`config.mk`:
```
export PLATFORM = sky130hd
export DESIGN_NAME = pipe_hazard_ctrl
export DESIGN_NICKNAME = d
export VERILOG_FILES = /design/src/rtl/pipe_ctrl_pkg.sv /design/src/rtl/sat_counter.sv /design/src/rtl/pipe_hazard_ctrl.sv
export SDC_FILE = /design/constraint.sdc
export NUM_CORES = 1
export LEC_CHECK = 0
export BUFFER_PORTS_ARGS = -buffer_cell sky130_fd_sc_hd__buf_4
export CAP_MARGIN = 20
export CELL_PAD_IN_SITES_DETAIL_PLACEMENT = 1
export CELL_PAD_IN_SITES_GLOBAL_PLACEMENT = 1
export CORE_UTILIZATION = 36
export CTS_BUF_LIST = sky130_fd_sc_hd__clkbuf_8
export DETAILED_ROUTE_END_ITERATION = 8
export PLACE_DENSITY = 0.89
export SYNTH_ARGS = -nofsm -noshare
export SYNTH_HDL_FRONTEND = slang
export SYNTH_SLANG_ARGS = --single-unit
```
`constraint.sdc`:
```
create_clock -name clk -period 1.8 [get_ports clk]
set_input_delay 0 -clock clk [delete_from_list [all_inputs] [get_ports clk]]
set_output_delay 0 -clock clk [all_outputs]
set_load 0.01 [all_outputs]
```
`src/rtl/pipe_ctrl_pkg.sv`:
```
// pipe_ctrl_pkg: shared types and constants for the pipeline hazard controller
package pipe_ctrl_pkg;
  localparam int REG_W = 5;
  localparam int CNT_W = 16;
  typedef enum logic {RUN, MD_BUSY} state_t;
  localparam logic [1:0] RD_BRANCH = 2'd0;
  localparam logic [1:0] RD_FALLTHRU = 2'd1;
  localparam logic [1:0] RD_JUMP = 2'd2;
endpackage

```
`src/rtl/sat_counter.sv`:
```
// sat_counter: event counter that sticks at all-ones instead of wrapping
module sat_counter #(
  parameter int W = 16
) (
  input  logic         clk,
  input  logic         rst,
  input  logic         inc,
  output logic [W-1:0] cnt
);
  always_ff @(posedge clk or posedge rst) begin
    if (rst) cnt <= '0;
    else if (inc && !(&cnt)) cnt <= cnt + 1'b1;
  end
endmodule

```
`src/rtl/pipe_hazard_ctrl.sv`:
```
// pipe_hazard_ctrl: stall/flush/redirect control for the 5-stage pipeline
module pipe_hazard_ctrl
  import pipe_ctrl_pkg::*;
#(
  parameter int MD_LATENCY = 8,
  parameter int CNT_W = pipe_ctrl_pkg::CNT_W
) (
  input  logic             clk,
  input  logic             rst,
  input  logic [REG_W-1:0] Rs_ID,
  input  logic [REG_W-1:0] Rt_ID,
  input  logic             UseRs_ID,
  input  logic             UseRt_ID,
  input  logic             MdStart_ID,
  input  logic             MdUse_ID,
  input  logic             MemToReg_Ex,
  input  logic             RegWr_Ex,
  input  logic [REG_W-1:0] WrReg_Ex,
  input  logic             Branch_Ex,
  input  logic             BranchPredict_Ex,
  input  logic             BranchTaken_Ex,
  input  logic             Jump_Ex,
  output logic             pc_stall,
  output logic             if_id_stall,
  output logic             if_id_flush,
  output logic             id_ex_flush,
  output logic             redirect_valid,
  output logic [1:0]       redirect_sel,
  output logic             md_busy,
  output logic             md_done,
  output logic [CNT_W-1:0] stall_cnt,
  output logic [CNT_W-1:0] flush_cnt
);
  state_t r_state, w_next;
  logic [5:0] r_md_cnt;
  logic r_md_done;
  logic w_mispredict, w_redirect, w_lu, w_md_hz, w_stall, w_issue;
  assign w_mispredict = Branch_Ex & (BranchTaken_Ex != BranchPredict_Ex);
  assign w_redirect = !rst & (w_mispredict | Jump_Ex);
  assign w_lu = MemToReg_Ex & RegWr_Ex & (WrReg_Ex != '0) &
                ((UseRs_ID & (Rs_ID == WrReg_Ex)) | (UseRt_ID & (Rt_ID == WrReg_Ex)));
  assign md_busy = (r_state == MD_BUSY);
  assign md_done = r_md_done;
  assign w_md_hz = md_busy & (MdStart_ID | MdUse_ID);
  assign w_stall = !rst & !w_redirect & (w_lu | w_md_hz);
  assign w_issue = !rst & (r_state == RUN) & MdStart_ID & !w_redirect & !w_lu;
  assign pc_stall = w_stall;
  assign if_id_stall = w_stall;
  assign if_id_flush = w_redirect;
  assign id_ex_flush = w_redirect | w_stall;
  assign redirect_valid = w_redirect;
  assign redirect_sel = !w_redirect ? RD_BRANCH :
                        Jump_Ex ? RD_JUMP :
                        BranchTaken_Ex ? RD_BRANCH : RD_FALLTHRU;
  // if-based transitions so an unknown issue condition leaves the FSM in place
  always_comb begin
    w_next = r_state;
    if (r_state == RUN) begin
      if (w_issue) w_next = MD_BUSY;
    end else if (r_md_cnt == 6'd1) w_next = RUN;
  end
  always_ff @(posedge clk or posedge rst) begin
    if (rst) begin
      r_state <= RUN;
      r_md_cnt <= '0;
      r_md_done <= 1'b0;
    end else begin
      r_state <= w_next;
      r_md_done <= md_busy && (r_md_cnt == 6'd1);
      if (w_issue) r_md_cnt <= 6'(MD_LATENCY - 1);
      else if (md_busy) r_md_cnt <= r_md_cnt - 6'd1;
    end
  end
  sat_counter #(.W(CNT_W)) u_stall_cnt (.clk(clk), .rst(rst), .inc(w_stall), .cnt(stall_cnt));
  sat_counter #(.W(CNT_W)) u_flush_cnt (.clk(clk), .rst(rst), .inc(w_redirect), .cnt(flush_cnt));
endmodule

```
==> impl_table.tex, run 1 <==
\begin{tabular}{lr}
\hline
Metric & Value \\
\hline
\multicolumn{2}{l}{\textbf{GRT}} \\
Number of antenna violations at the first check in global routing & 0 \\
Vias in the first global route & roughly 2200 \\
Overflow after GRT & 0 \\
Maximum number of pins on one net before global-route repair & 26 \\
Total routing resource utilization after global routing & 0.225 \\
First-pass GRT wire length & 10.7 mm \\
\multicolumn{2}{l}{\textbf{Final layout}} \\
FILL cells & between 600 and 700 \\
Register Area & $\sim$1000 um\^{}2 \\
Total number of nets in the final design & 353 \\
Layout cell share with drive strength beyond 1 & 0.471 \\
Most common cell after layout, fill and taps aside & buf\_4 \\
Syn-to-layout area delta & 56.0\% \\
Area of combinational cells with multiple inputs & roughly 1300 um\^{}2 \\
Final Non-Filler Cells & 395 \\
Utilization after layout & 0.594 \\
Commonest cells after routing, fill and taps aside & buf\_4, dfrtp\_1, xnor2\_1 \\
Number of diodes & 0 \\
\multicolumn{2}{l}{\textbf{Clocking}} \\
Clock buffer depth & 2 \\
Clock input transition at the sequential cells of the worst setup and hold paths & approximately 0.08 ns \\
Latest clock arrival within the worst-skew pair & around 0.31 ns \\
Clock tree from TritonCTS & built \\
Number of buffers added by the clock tree synthesis step & 5 \\
Number of clock sinks & 40 \\
Cell chosen for the clock root & clkbuf\_8 \\
CTS HTree Levels & 2 \\
\multicolumn{2}{l}{\textbf{Place}} \\
Total of buffers placed on input and output ports & 67 \\
Post-placement worst setup slack & -0.135 ns \\
Routability Congestion & between 0.8 and 0.9 \\
Post-detailed-placement half-perimeter wirelength & $\sim$5 mm \\
Total placed cells including tap cells & around 380 \\
\multicolumn{2}{l}{\textbf{Routing}} \\
Vias per cell & a little over 5 \\
Via Count & a little over 2000 \\
Final WL & $\sim$7 mm \\
Routed wire length per instance & $\sim$18 um \\
Remaining number of nets flagged by the antenna check after routing & 0 \\
Length of routed met2 wiring & between 3 and 4 mm \\
Uppermost metal layer occupied by signal nets & met4 \\
Routed metal-1 wirelength & around 2.8 mm \\
DRC violation count after routing & 0 \\
DRC marker count from the first detailed-route iteration & 123 \\
Met3 wire length & roughly 260 um \\
Number of search-and-repair iterations in the first detailed-routing pass & 4 \\
\multicolumn{2}{l}{\textbf{Synthesis}} \\
Proportion of register bits with asynchronous set or reset after synthesis & 1.00 \\
Post-synthesis cell area & $\sim$2100 um\^{}2 \\
Number of storage elements in the synthesis netlist & 40 \\
Sequential element share of the synthesized area & 0.466 \\
Post-Syn Instances & just over 200 \\
Mapped Nets & around 240 \\
Flip-flop cell with the highest count after synthesis & dfrtp\_1 \\
Number of synthesized flops with an enable pin & 0 \\
Avg Synthesized Cell Area & between 10 and 15 um\^{}2 \\
Synth unique cells & 35 \\
Count of synthesis-stage warnings from yosys & 0 \\
\multicolumn{2}{l}{\textbf{Die}} \\
Placeable core area & 5640 um\^{}2 \\
Die ar. & 6280 um\^{}2 \\
Number of top-level pins & 68 \\
Vertical die dimension & $\sim$79 um \\
Total number of placement rows & 27 \\
DIE WIDTH & 79.2 um \\
Starting utilization of the core area & 0.381 \\
\multicolumn{2}{l}{\textbf{Critical path}} \\
Category of the worst setup path capture point & flop \\
Largest driver fanout on the critical path & 5 \\
Kind of start point of the critical path & flop \\
Req. time, crit path & about 2.0 ns \\
Arrival time worst endpoint & between 2 and 2.5 ns \\
Slack of the worst reg-to-reg path & -0.05 ns \\
Worst R2R Path Depth & 4 \\
Source of the worst register-to-register timing path & u\_stall\_cnt.cnt[2] \\
Crit path from & u\_stall\_cnt.cnt[2] \\
Category of the most critical setup path & flop to flop \\
Destination of the critical timing path & u\_stall\_cnt.cnt[13] \\
R2R Path End & u\_stall\_cnt.cnt[13] \\
\multicolumn{2}{l}{\textbf{Outcome}} \\
Failing checks & setup timing \\
Run status & finished, violations left \\
\multicolumn{2}{l}{\textbf{Job}} \\
Count of max-cap constraint violations & 0 \\
\multicolumn{2}{l}{\textbf{Power}} \\
Leakage component of the power & about 1.6 nW \\
IR drop worst, VDD & between 500 and 600 uV \\
Power per unit of standard cell area & approximately 840 nW/um\^{}2 \\
\multicolumn{2}{l}{\textbf{STA}} \\
Max Clock Freq & approximately 540 MHz \\
Worst setup skew after layout & 0.00849 ns \\
Worst-Margin Slew & about 0.64 ns \\
Shortest clock period the worst path allows after layout & approximately 1.8 ns \\
Worst Setup Slack, final & -0.0472 ns \\
Number of hold-slack violations in the final timing report & 0 \\
Unrepaired setup endpoints after global routing & yes \\
Final period utilization & 1.03 \\
Final worst hold slack & 0.0726 ns \\
Max Transition Viols Final & 0 \\
Worst slew margin relative to its limit & 0.568 \\
\# setup viols final & 1 \\
\multicolumn{2}{l}{\textbf{Hold path}} \\
Worst hold path type & input port to flop \\
\hline
\end{tabular}
-- per-layer routing --
layer / track usage / vias to the layer above
li1: - / 948
met3: 0.0494 / 12
met1: 0.255 / 1017
met5: 0 / -
met4: 0.100 / 0
met2: 0.401 / 48
-- state kept, by name, summed over array words and instances, names as in the netlist --
| signal | flops |
|---|---|
| md_done | 1 |
| r_md_cnt | 6 |
| u_flush_cnt.cnt | 16 |
| md_busy | 1 |
| u_stall_cnt.cnt | 16 |
-- metrics by stage --
step / instance area (um^2) / TNS [ns] / power, mW
floorplan: 2170 / 0 / 1.53
global route: 3350 / -0.533 / 2.95
finish: 3350 / -0.0472 / 2.82
global placement: 2990 / 0 / 2.01
CTS: 3170 / 0 / 2.72
detailed placement: 2990 / -0.667 / 2.07
-- worst max-delay path, stage by stage (launching register included) --
cell and delay, ns:
dfrtp_1 0.48, nand4_1 0.31, or3_4 0.52, nor4_2 0.26, xor2_1 0.19
-- logic make-up after synthesis --
family	after synthesis	synth area share
XOR/XNOR	45	0.184
adder cells (fa/ha/maj)	4	0.0233
buffers and inverters	13	0.0262
flip-flops	40	0.466
multiplexers	3	0.0175
AND/OR/NAND/NOR	89	0.227
AO/OA/AOI/OAI	13	0.0565
-- synth_stat cells (2+ instances only) --
cell type / n / area, um^2
mux2_2: 2 / 22.5
inv_1: 11 / 41.3
o211ai_1: 2 / 15.0
nand4_1: 10 / 62.6
buf_4: 2 / 15.0
dfrtp_1: 40 / 1000
nor3_1: 12 / 60.1
nand3_1: 12 / 60.1
ha_1: 4 / 50.1
xor2_1: 18 / 158
o21ai_0: 3 / 15.0
xnor2_1: 27 / 236
nor4_1: 4 / 25.0
nand2_1: 22 / 82.6
nor2_1: 15 / 56.3
and4_1: 4 / 35.0
-- layout make-up --
| type | count | area share |
|---|---|---|
| inverters | 11 | 0.0134 |
| clock buffers | 5 | 0.0205 |
| clock inverters | 3 | 0.00560 |
| well taps | 72 | 0.0269 |
| multi-input cells | 155 | 0.386 |
| flip-flops and latches | 40 | 0.299 |
| repair buffers | 109 | 0.248 |
-- what timing repair did --
item / CTS / global route
gates cloned: 1 / 0
resized for setup: 13 / 20
hold buffers: 1 / 0
buffers inserted: 2 / 7
pin swaps: 5 / 10
hold endpoints to repair: 40 / 0
endpoints found under the setup margin: 13 / 26
-- worst min path at each step --
stage,from,endpoint,depth (start not counted)
2_1_floorplan,rst,md_busy,1
3_3_place_gp,rst,r_md_cnt[4],3
3_5_place_dp,rst,u_stall_cnt.cnt[13],3
4_1_cts,MdStart_ID,md_busy,3
5_1_grt,MdStart_ID,md_busy,3
6_report,MdStart_ID,md_busy,3
-- where the power goes --
group	internal, mW	switching, mW	leakage [nW]
Combinational	0.558	0.486	1.07
Clock	0.271	0.352	0.0479
Sequential	1.02	0.131	0.505
Note: power is estimated with default switching activity, not from simulation.
==> inputs of run 2 (changes only) <==
--- a/config.mk
+++ b/config.mk
@@ -13,6 +13,7 @@
 export CTS_BUF_LIST = sky130_fd_sc_hd__clkbuf_8
 export DETAILED_ROUTE_END_ITERATION = 8
 export PLACE_DENSITY = 0.89
+export SKIP_CTS_REPAIR_TIMING = 1
 export SYNTH_ARGS = -nofsm -noshare
 export SYNTH_HDL_FRONTEND = slang
 export SYNTH_SLANG_ARGS = --single-unit
==> impl_table.tex, run 2 (synthesized netlist as in run 1, its figures left out) <==
\begin{tabular}{lr}
\hline
Metric & Value \\
\hline
\multicolumn{2}{l}{\textbf{Outcome}} \\
Run status & finished, violations left \\
Failing checks & setup timing \\
\multicolumn{2}{l}{\textbf{STA}} \\
Worst Setup Slack, final & -0.0560 ns (-0.00879 ns) \\
Unrepaired setup endpoints after global routing & yes \\
Final period utilization & 1.03 (+0.00488) \\
Worst slew margin relative to its limit & 0.508 (-0.0606) \\
Worst-Margin Slew & 0.731 ns (+0.0899 ns) \\
Shortest clock period the worst path allows after layout & 1.86 ns (+0.00879 ns) \\
\# setup viols final & 4 (+3) \\
Worst setup skew after layout & 0.00723 ns (-0.00126 ns) \\
Max Transition Viols Final & 0 (unchanged) \\
Number of hold-slack violations in the final timing report & 0 (unchanged) \\
Max Clock Freq & 539 MHz (-0.47\%) \\
\multicolumn{2}{l}{\textbf{Final layout}} \\
Area of combinational cells with multiple inputs & 1280 um\^{}2 (-1.2\%) \\
Non-Filler Cell Area, Final & 3380 um\^{}2 (+1.0\%) \\
Commonest cells after routing, fill and taps aside & buf\_4, dfrtp\_1, xnor2\_1 \\
Register Area & 1000 um\^{}2 (unchanged) \\
Syn-to-layout area delta & 57.6\% \\
Most common cell after layout, fill and taps aside & buf\_4 \\
Number of diodes & 0 (unchanged) \\
Total number of nets in the final design & 359 (+1.7\%) \\
FILL cells & 621 (-0.48\%) \\
Biggest regs & u\_flush\_cnt.cnt: 16 flops, u\_stall\_cnt.cnt: 16 flops, r\_md\_cnt: 6 flops \\
Layout cell share with drive strength beyond 1 & 0.483 (+0.0127) \\
\multicolumn{2}{l}{\textbf{GRT}} \\
First-pass GRT wire length & 10.4 mm (-2.8\%) \\
Number of antenna violations at the first check in global routing & 0 (unchanged) \\
Vias in the first global route & 2117 (-3.5\%) \\
Maximum number of pins on one net before global-route repair & 26 (unchanged) \\
Total routing resource utilization after global routing & 0.218 (-0.00664) \\
Overflow after GRT & 0 (unchanged) \\
\multicolumn{2}{l}{\textbf{Routing}} \\
DRC marker count from the first detailed-route iteration & 94 (-24\%) \\
Final WL & 7.56 mm (+7.8\%) \\
Routed wire length per instance & 18.8 um (+6.2\%) \\
Via Count & 2062 (+1.8\%) \\
Remaining number of nets flagged by the antenna check after routing & 0 (unchanged) \\
Vias per cell & 5.14 (+0.30\%) \\
Number of search-and-repair iterations in the first detailed-routing pass & 4 (unchanged) \\
DRC violation count after routing & 0 (unchanged) \\
\multicolumn{2}{l}{\textbf{Place}} \\
Routability Congestion & 0.809 (unchanged) \\
Total of buffers placed on input and output ports & 67 (unchanged) \\
Total placed instance area & 2990 um\^{}2 (unchanged) \\
Post-detailed-placement half-perimeter wirelength & 4.92 mm (unchanged) \\
\multicolumn{2}{l}{\textbf{Power}} \\
Leakage component of the power & 1.64 nW (+1.4\%) \\
Overall power of the completed layout & 2.81 mW (-0.37\%) \\
Power per unit of standard cell area & 830 nW/um\^{}2 (-1.4\%) \\
IR drop worst, VDD & 498 uV (-3.7\%) \\
\multicolumn{2}{l}{\textbf{Die}} \\
Starting utilization of the core area & 0.381 (unchanged) \\
Number of top-level pins & 68 (unchanged) \\
Die ar. & 6280 um\^{}2 (unchanged) \\
Vertical die dimension & 79.2 um (unchanged) \\
DIE WIDTH & 79.2 um (unchanged) \\
Placeable core area & 5640 um\^{}2 (unchanged) \\
Total number of placement rows & 27 (unchanged) \\
\multicolumn{2}{l}{\textbf{Clocking}} \\
Clock tree from TritonCTS & built \\
Clock buffer depth & 2 (unchanged) \\
Latest clock arrival within the worst-skew pair & 0.31 ns (about the same) \\
CTS HTree Levels & 2 (unchanged) \\
Clock input transition at the sequential cells of the worst setup and hold paths & 0.08 ns (about the same) \\
Cell chosen for the clock root & clkbuf\_8 \\
Number of buffers added by the clock tree synthesis step & 5 (unchanged) \\
Number of clock sinks & 40 (unchanged) \\
\multicolumn{2}{l}{\textbf{Critical path}} \\
Req. time, crit path & 2.03 ns (about the same) \\
Largest driver fanout on the critical path & 4 (-1) \\
Arrival time worst endpoint & 2.08 ns (about the same) \\
Kind of start point of the critical path & flop \\
Category of the most critical setup path & flop to flop \\
Category of the worst setup path capture point & flop \\
\multicolumn{2}{l}{\textbf{Hold path}} \\
Worst hold path type & input port to flop \\
\multicolumn{2}{l}{\textbf{Job}} \\
Count of max-cap constraint violations & 0 (unchanged) \\
\hline
\end{tabular}
-- run 2: cell count changes in the layout (fill, tap and decap cells not counted), sizes merged --
cell | previous run | this run
buf | 108 | 114
-- run 2: per-layer routing --
metal	track usage	share of wire	vias to the layer above
met5	0	0	-
met4	0.0764	0.031	0
met3	0.0460	0.039	20
met2	0.397	0.54	59
met1	0.250	0.39	1027
li1	-	-	956
-- run 2: path summary, 6_finish.rpt --
| path | from | end | slack (ns) | cells past startpoint |
|---|---|---|---|---|
| min reg2reg | u_flush_cnt.cnt[14] | u_flush_cnt.cnt[14] | 0.51 | 1 |
| min in group asynchronous | rst | u_stall_cnt.cnt[13] | 0.35 | 4 |
| max in group asynchronous | rst | u_stall_cnt.cnt[9] | 1.16 | 4 |
| min | MdStart_ID | r_md_cnt[0] | 0.07 | 3 |
| max reg2reg | u_stall_cnt.cnt[7] | u_stall_cnt.cnt[15] | -0.06 | 5 |
| max | u_stall_cnt.cnt[7] | u_stall_cnt.cnt[15] | -0.06 | 5 |
-- run 2: power by group --
part	internal, mW	leakage [nW]	switching (mW)
combinational	0.547	1.09	0.506
clock	0.270	0.0479	0.348
sequential	1.02	0.505	0.116
total	1.84	1.64	0.970
-- run 2: cell type report --
type | count | share of cell area
inverters | 11 | 0.0133
flip-flops and latches | 40 | 0.296
well taps | 72 | 0.0266
clock inverters | 3 | 0.00555
multi-input cells | 155 | 0.378
clock buffers | 5 | 0.0203
repair buffers | 115 | 0.260
-- run 2: critical path, cell delays in order, from the launching register on --
cell and delay (ns):
dfrtp_1 0.39, nand4_1 0.20, or2_4 0.29, or3_4 0.44
nor4_4 0.27, xor2_1 0.19
-- run 2: metrics by stage --
stage               setup TNS [ns]  hold slack [ns]  worst slack (ns)  utilization  cells
floorplan                        0          -0.0128           0.00295            -    207
global placement                 0           0.0993           0.00116        0.531    377
detailed placement          -0.667            0.123            -0.135        0.531    377
CTS                          -1.17           -0.208            -0.177        0.546    385
global route                 -1.01           0.0998            -0.143        0.600    401
finish                      -0.121           0.0723           -0.0560        0.600    401
==> inputs of run 3 (changes only) <==
--- a/config.mk
+++ b/config.mk
@@ -5,6 +5,7 @@
 export SDC_FILE = /design/constraint.sdc
 export NUM_CORES = 1
 export LEC_CHECK = 0
+export ABC_AREA = 1
 export BUFFER_PORTS_ARGS = -buffer_cell sky130_fd_sc_hd__buf_4
 export CAP_MARGIN = 20
 export CELL_PAD_IN_SITES_DETAIL_PLACEMENT = 1
@@ -12,7 +13,7 @@
 export CORE_UTILIZATION = 36
 export CTS_BUF_LIST = sky130_fd_sc_hd__clkbuf_8
 export DETAILED_ROUTE_END_ITERATION = 8
-export PLACE_DENSITY = 0.89
+export PLACE_DENSITY = 0.9
 export SKIP_CTS_REPAIR_TIMING = 1
 export SYNTH_ARGS = -nofsm -noshare
 export SYNTH_HDL_FRONTEND = slang
==> impl_table.tex, run 3 <==
\begin{tabular}{lr}
\hline
Metric & Value \\
\hline
\multicolumn{2}{l}{\textbf{Synthesis}} \\
Count of synthesis-stage warnings from yosys & 0 (unchanged) \\
Dominant combinational cell family by area after synthesis & simple AND/OR/NAND/NOR gates \\
Cell type with the highest aggregate area in the netlist & dfrtp\_1 \\
Xor and xnor area share after synthesis & 0.0795 (-0.104) \\
Flip-flop cell with the highest count after synthesis & dfrtp\_1 \\
Simple-gate share of the synthesized area & 0.402 (+0.175) \\
Avg Synthesized Cell Area & 7.63 um\^{}2 (-26\%) \\
Area share of the leading cell type in the synthesized netlist & 0.366 (-0.101) \\
Sequential element share of the synthesized area & 0.366 (-0.101) \\
Most common library cells after synthesis & nand2\_1, inv\_1, dfrtp\_1, nor2\_1, nand4\_1 \\
Cell types occupying the most area after synthesis & dfrtp\_1, nand2\_1, nand4\_1 \\
Number of storage elements in the synthesis netlist & 40 (unchanged) \\
Most common cell in the netlist & nand2\_1 \\
Mapped Nets & 390 (+64\%) \\
Post-Syn Instances & 359 (+73\%) \\
Number of synthesized flops with an enable pin & 0 (unchanged) \\
Synth unique cells & 37 (+5.7\%) \\
Multiplexer fraction of the synthesized cell area & 0 (-0.0175) \\
Proportion of register bits with asynchronous set or reset after synthesis & 1.00 (unchanged) \\
Compound-cell area share of the yosys netlist & 0.0288 (-0.0277) \\
Post-synthesis cell area & 2740 um\^{}2 (+28\%) \\
Adder and majority cell fraction of the synthesized area & 0.0183 (-0.00503) \\
\multicolumn{2}{l}{\textbf{Routing}} \\
Number of search-and-repair iterations in the first detailed-routing pass & 4 (unchanged) \\
Routed wire length per instance & 14.7 um (-22\%) \\
Vias per cell & 5.00 (-2.8\%) \\
Remaining number of nets flagged by the antenna check after routing & 0 (unchanged) \\
DRC marker count from the first detailed-route iteration & 76 (-19\%) \\
Final WL & 7.78 mm (+2.9\%) \\
DRC violation count after routing & 0 (unchanged) \\
Via Count & 2645 (+28\%) \\
\multicolumn{2}{l}{\textbf{Die}} \\
DIE WIDTH & 89.2 um (+13\%) \\
Die ar. & 7960 um\^{}2 (+27\%) \\
Number of top-level pins & 68 (unchanged) \\
Starting utilization of the core area & 0.375 (-0.00514) \\
Vertical die dimension & 89.2 um (+13\%) \\
Total number of placement rows & 31 (+15\%) \\
Placeable core area & 7290 um\^{}2 (+29\%) \\
\multicolumn{2}{l}{\textbf{GRT}} \\
Overflow after GRT & 0 (unchanged) \\
First-pass GRT wire length & 13.0 mm (+25\%) \\
Maximum number of pins on one net before global-route repair & 41 (+58\%) \\
Total routing resource utilization after global routing & 0.212 (-0.00665) \\
Vias in the first global route & 2791 (+32\%) \\
Number of antenna violations at the first check in global routing & 0 (unchanged) \\
\multicolumn{2}{l}{\textbf{STA}} \\
Final worst hold slack & 0.164 ns (+0.0912 ns) \\
\# setup viols final & 0 (-4) \\
Worst-Margin Slew & 0.537 ns (-0.193 ns) \\
Number of hold-slack violations in the final timing report & 0 (unchanged) \\
Final period utilization & 0.957 (-0.0745) \\
Shortest clock period the worst path allows after layout & 1.72 ns (-0.134 ns) \\
Worst slew margin relative to its limit & 0.642 (+0.134) \\
Max Transition Viols Final & 0 (unchanged) \\
Worst setup skew after layout & 0.00679 ns (-0.000443 ns) \\
Unrepaired setup endpoints after global routing & no \\
Max Clock Freq & 581 MHz (+7.8\%) \\
Setup TNS & 0 ns (+0.121 ns) \\
Worst Setup Slack, final & 0.0782 ns (+0.134 ns) \\
\multicolumn{2}{l}{\textbf{Clocking}} \\
Clock buffer depth & 2 (unchanged) \\
Cell chosen for the clock root & clkbuf\_8 \\
Clock input transition at the sequential cells of the worst setup and hold paths & 0.08 ns (about the same) \\
Latest clock arrival within the worst-skew pair & 0.30 ns (about the same) \\
CTS HTree Levels & 2 (unchanged) \\
Clock tree from TritonCTS & built \\
Number of buffers added by the clock tree synthesis step & 5 (unchanged) \\
Number of clock sinks & 40 (unchanged) \\
\multicolumn{2}{l}{\textbf{Hold path}} \\
Cell depth of the worst hold path & 4 (+1) \\
Worst hold path type & input port to flop \\
Hold wc startpoint & MdStart\_ID \\
\multicolumn{2}{l}{\textbf{Place}} \\
Post-placement worst setup slack & 0.0197 ns (+0.155 ns) \\
Routability Congestion & 0.826 (+2.2\%) \\
Total of buffers placed on input and output ports & 67 (unchanged) \\
Post-detailed-placement half-perimeter wirelength & 6.13 mm (+25\%) \\
Total placed cells including tap cells & 520 (+38\%) \\
\multicolumn{2}{l}{\textbf{Final layout}} \\
Syn-to-layout area delta & 24.4\% \\
Most common cell after layout, fill and taps aside & nand2\_1 \\
Commonest cells after routing, fill and taps aside & nand2\_1, buf\_4, inv\_1 \\
Final Non-Filler Cells & 529 (+32\%) \\
Total number of nets in the final design & 460 (+28\%) \\
Biggest regs & u\_flush\_cnt.cnt: 16 flops, u\_stall\_cnt.cnt: 16 flops, r\_md\_cnt: 6 flops \\
Layout cell share with drive strength beyond 1 & 0.267 (-0.216) \\
Area of combinational cells with multiple inputs & 1450 um\^{}2 (+14\%) \\
Register Area & 1000 um\^{}2 (unchanged) \\
Number of diodes & 0 (unchanged) \\
FILL cells & 953 (+53\%) \\
\multicolumn{2}{l}{\textbf{Power}} \\
Power per unit of standard cell area & 757 nW/um\^{}2 (-8.9\%) \\
IR drop worst, VDD & 454 uV (-9.0\%) \\
Leakage component of the power & 1.78 nW (+8.7\%) \\
\multicolumn{2}{l}{\textbf{Critical path}} \\
Kind of start point of the critical path & flop \\
Worst R2R Path Depth & 7 (+2) \\
Category of the most critical setup path & flop to flop \\
Req. time, crit path & 2.00 ns (-0.03 ns) \\
Largest driver fanout on the critical path & 9 (+5) \\
Arrival time worst endpoint & 1.92 ns (-0.16 ns) \\
Category of the worst setup path capture point & flop \\
Source of the worst register-to-register timing path & u\_flush\_cnt.cnt[1] \\
Crit path from & u\_flush\_cnt.cnt[1] \\
\multicolumn{2}{l}{\textbf{Outcome}} \\
Run status & completed \\
\multicolumn{2}{l}{\textbf{Job}} \\
Count of max-cap constraint violations & 0 (unchanged) \\
\hline
\end{tabular}
==> run 3: cells by family after synthesis <==
group | count (synthesis)
AND/OR/NAND/NOR | 220
buffers and inverters | 59
flip-flops | 40
XOR/XNOR | 24
AO/OA/AOI/OAI | 12
adder cells (fa/ha/maj) | 4
==> run 3: metrics by stage <==
stage / area, um^2 / power, mW / util
CTS: 3390 / 2.60 / 0.464
global placement: 3290 / 1.89 / 0.452
floorplan: 2740 / 1.59 / -
global route: 3400 / 2.71 / 0.467
detailed placement: 3290 / 1.95 / 0.452
finish: 3400 / 2.58 / 0.467
==> run 3: where the power goes <==
group	internal, mW	switching [mW]	leakage [nW]
sequential	1.00	0.185	0.517
clock	0.306	0.333	0.0510
combinational	0.341	0.407	1.22
total	1.65	0.924	1.78
==> run 3: metal layers <==
metal	vias to the layer above	wire length (um)	part of all wire	track usage
li1	1283	-	-	-
met1	1301	3240	0.42	0.243
met2	52	4260	0.55	0.409
met3	9	185	0.024	0.0295
met4	0	87	0.011	0.0548
met5	-	0	0	0
==> run 3: layout make-up <==
| class | count | share of cell area |
|---|---|---|
| Tap cell | 99 | 0.0364 |
| Inverter | 50 | 0.0559 |
| Timing Repair Buffer | 72 | 0.160 |
| Sequential cell | 40 | 0.294 |
| Multi-Input combinational cell | 260 | 0.427 |
| Clock buffer | 6 | 0.0243 |
| Clock inverter | 2 | 0.00294 |
==> run 3: final timing paths <==
check | endpoint | slack [ns]
worst max-delay path | u_flush_cnt.cnt[1] | 0.08
worst min-delay path | md_busy | 0.16
worst max register to register | u_flush_cnt.cnt[1] | 0.08
worst min register to register | u_stall_cnt.cnt[1] | 0.55
max in group asynchronous | u_flush_cnt.cnt[7] | 0.95
min in group asynchronous | u_flush_cnt.cnt[1] | 0.46
==> run 3: critical path, cell delays in order, from the launching register on <==
cell and delay [ns]:
dfrtp_1 0.43, ha_2 0.28, nand3_4 0.13, nor3_2 0.16, nand2_1 0.14, nand2_4 0.21, inv_4 0.07, o21ai_0 0.20
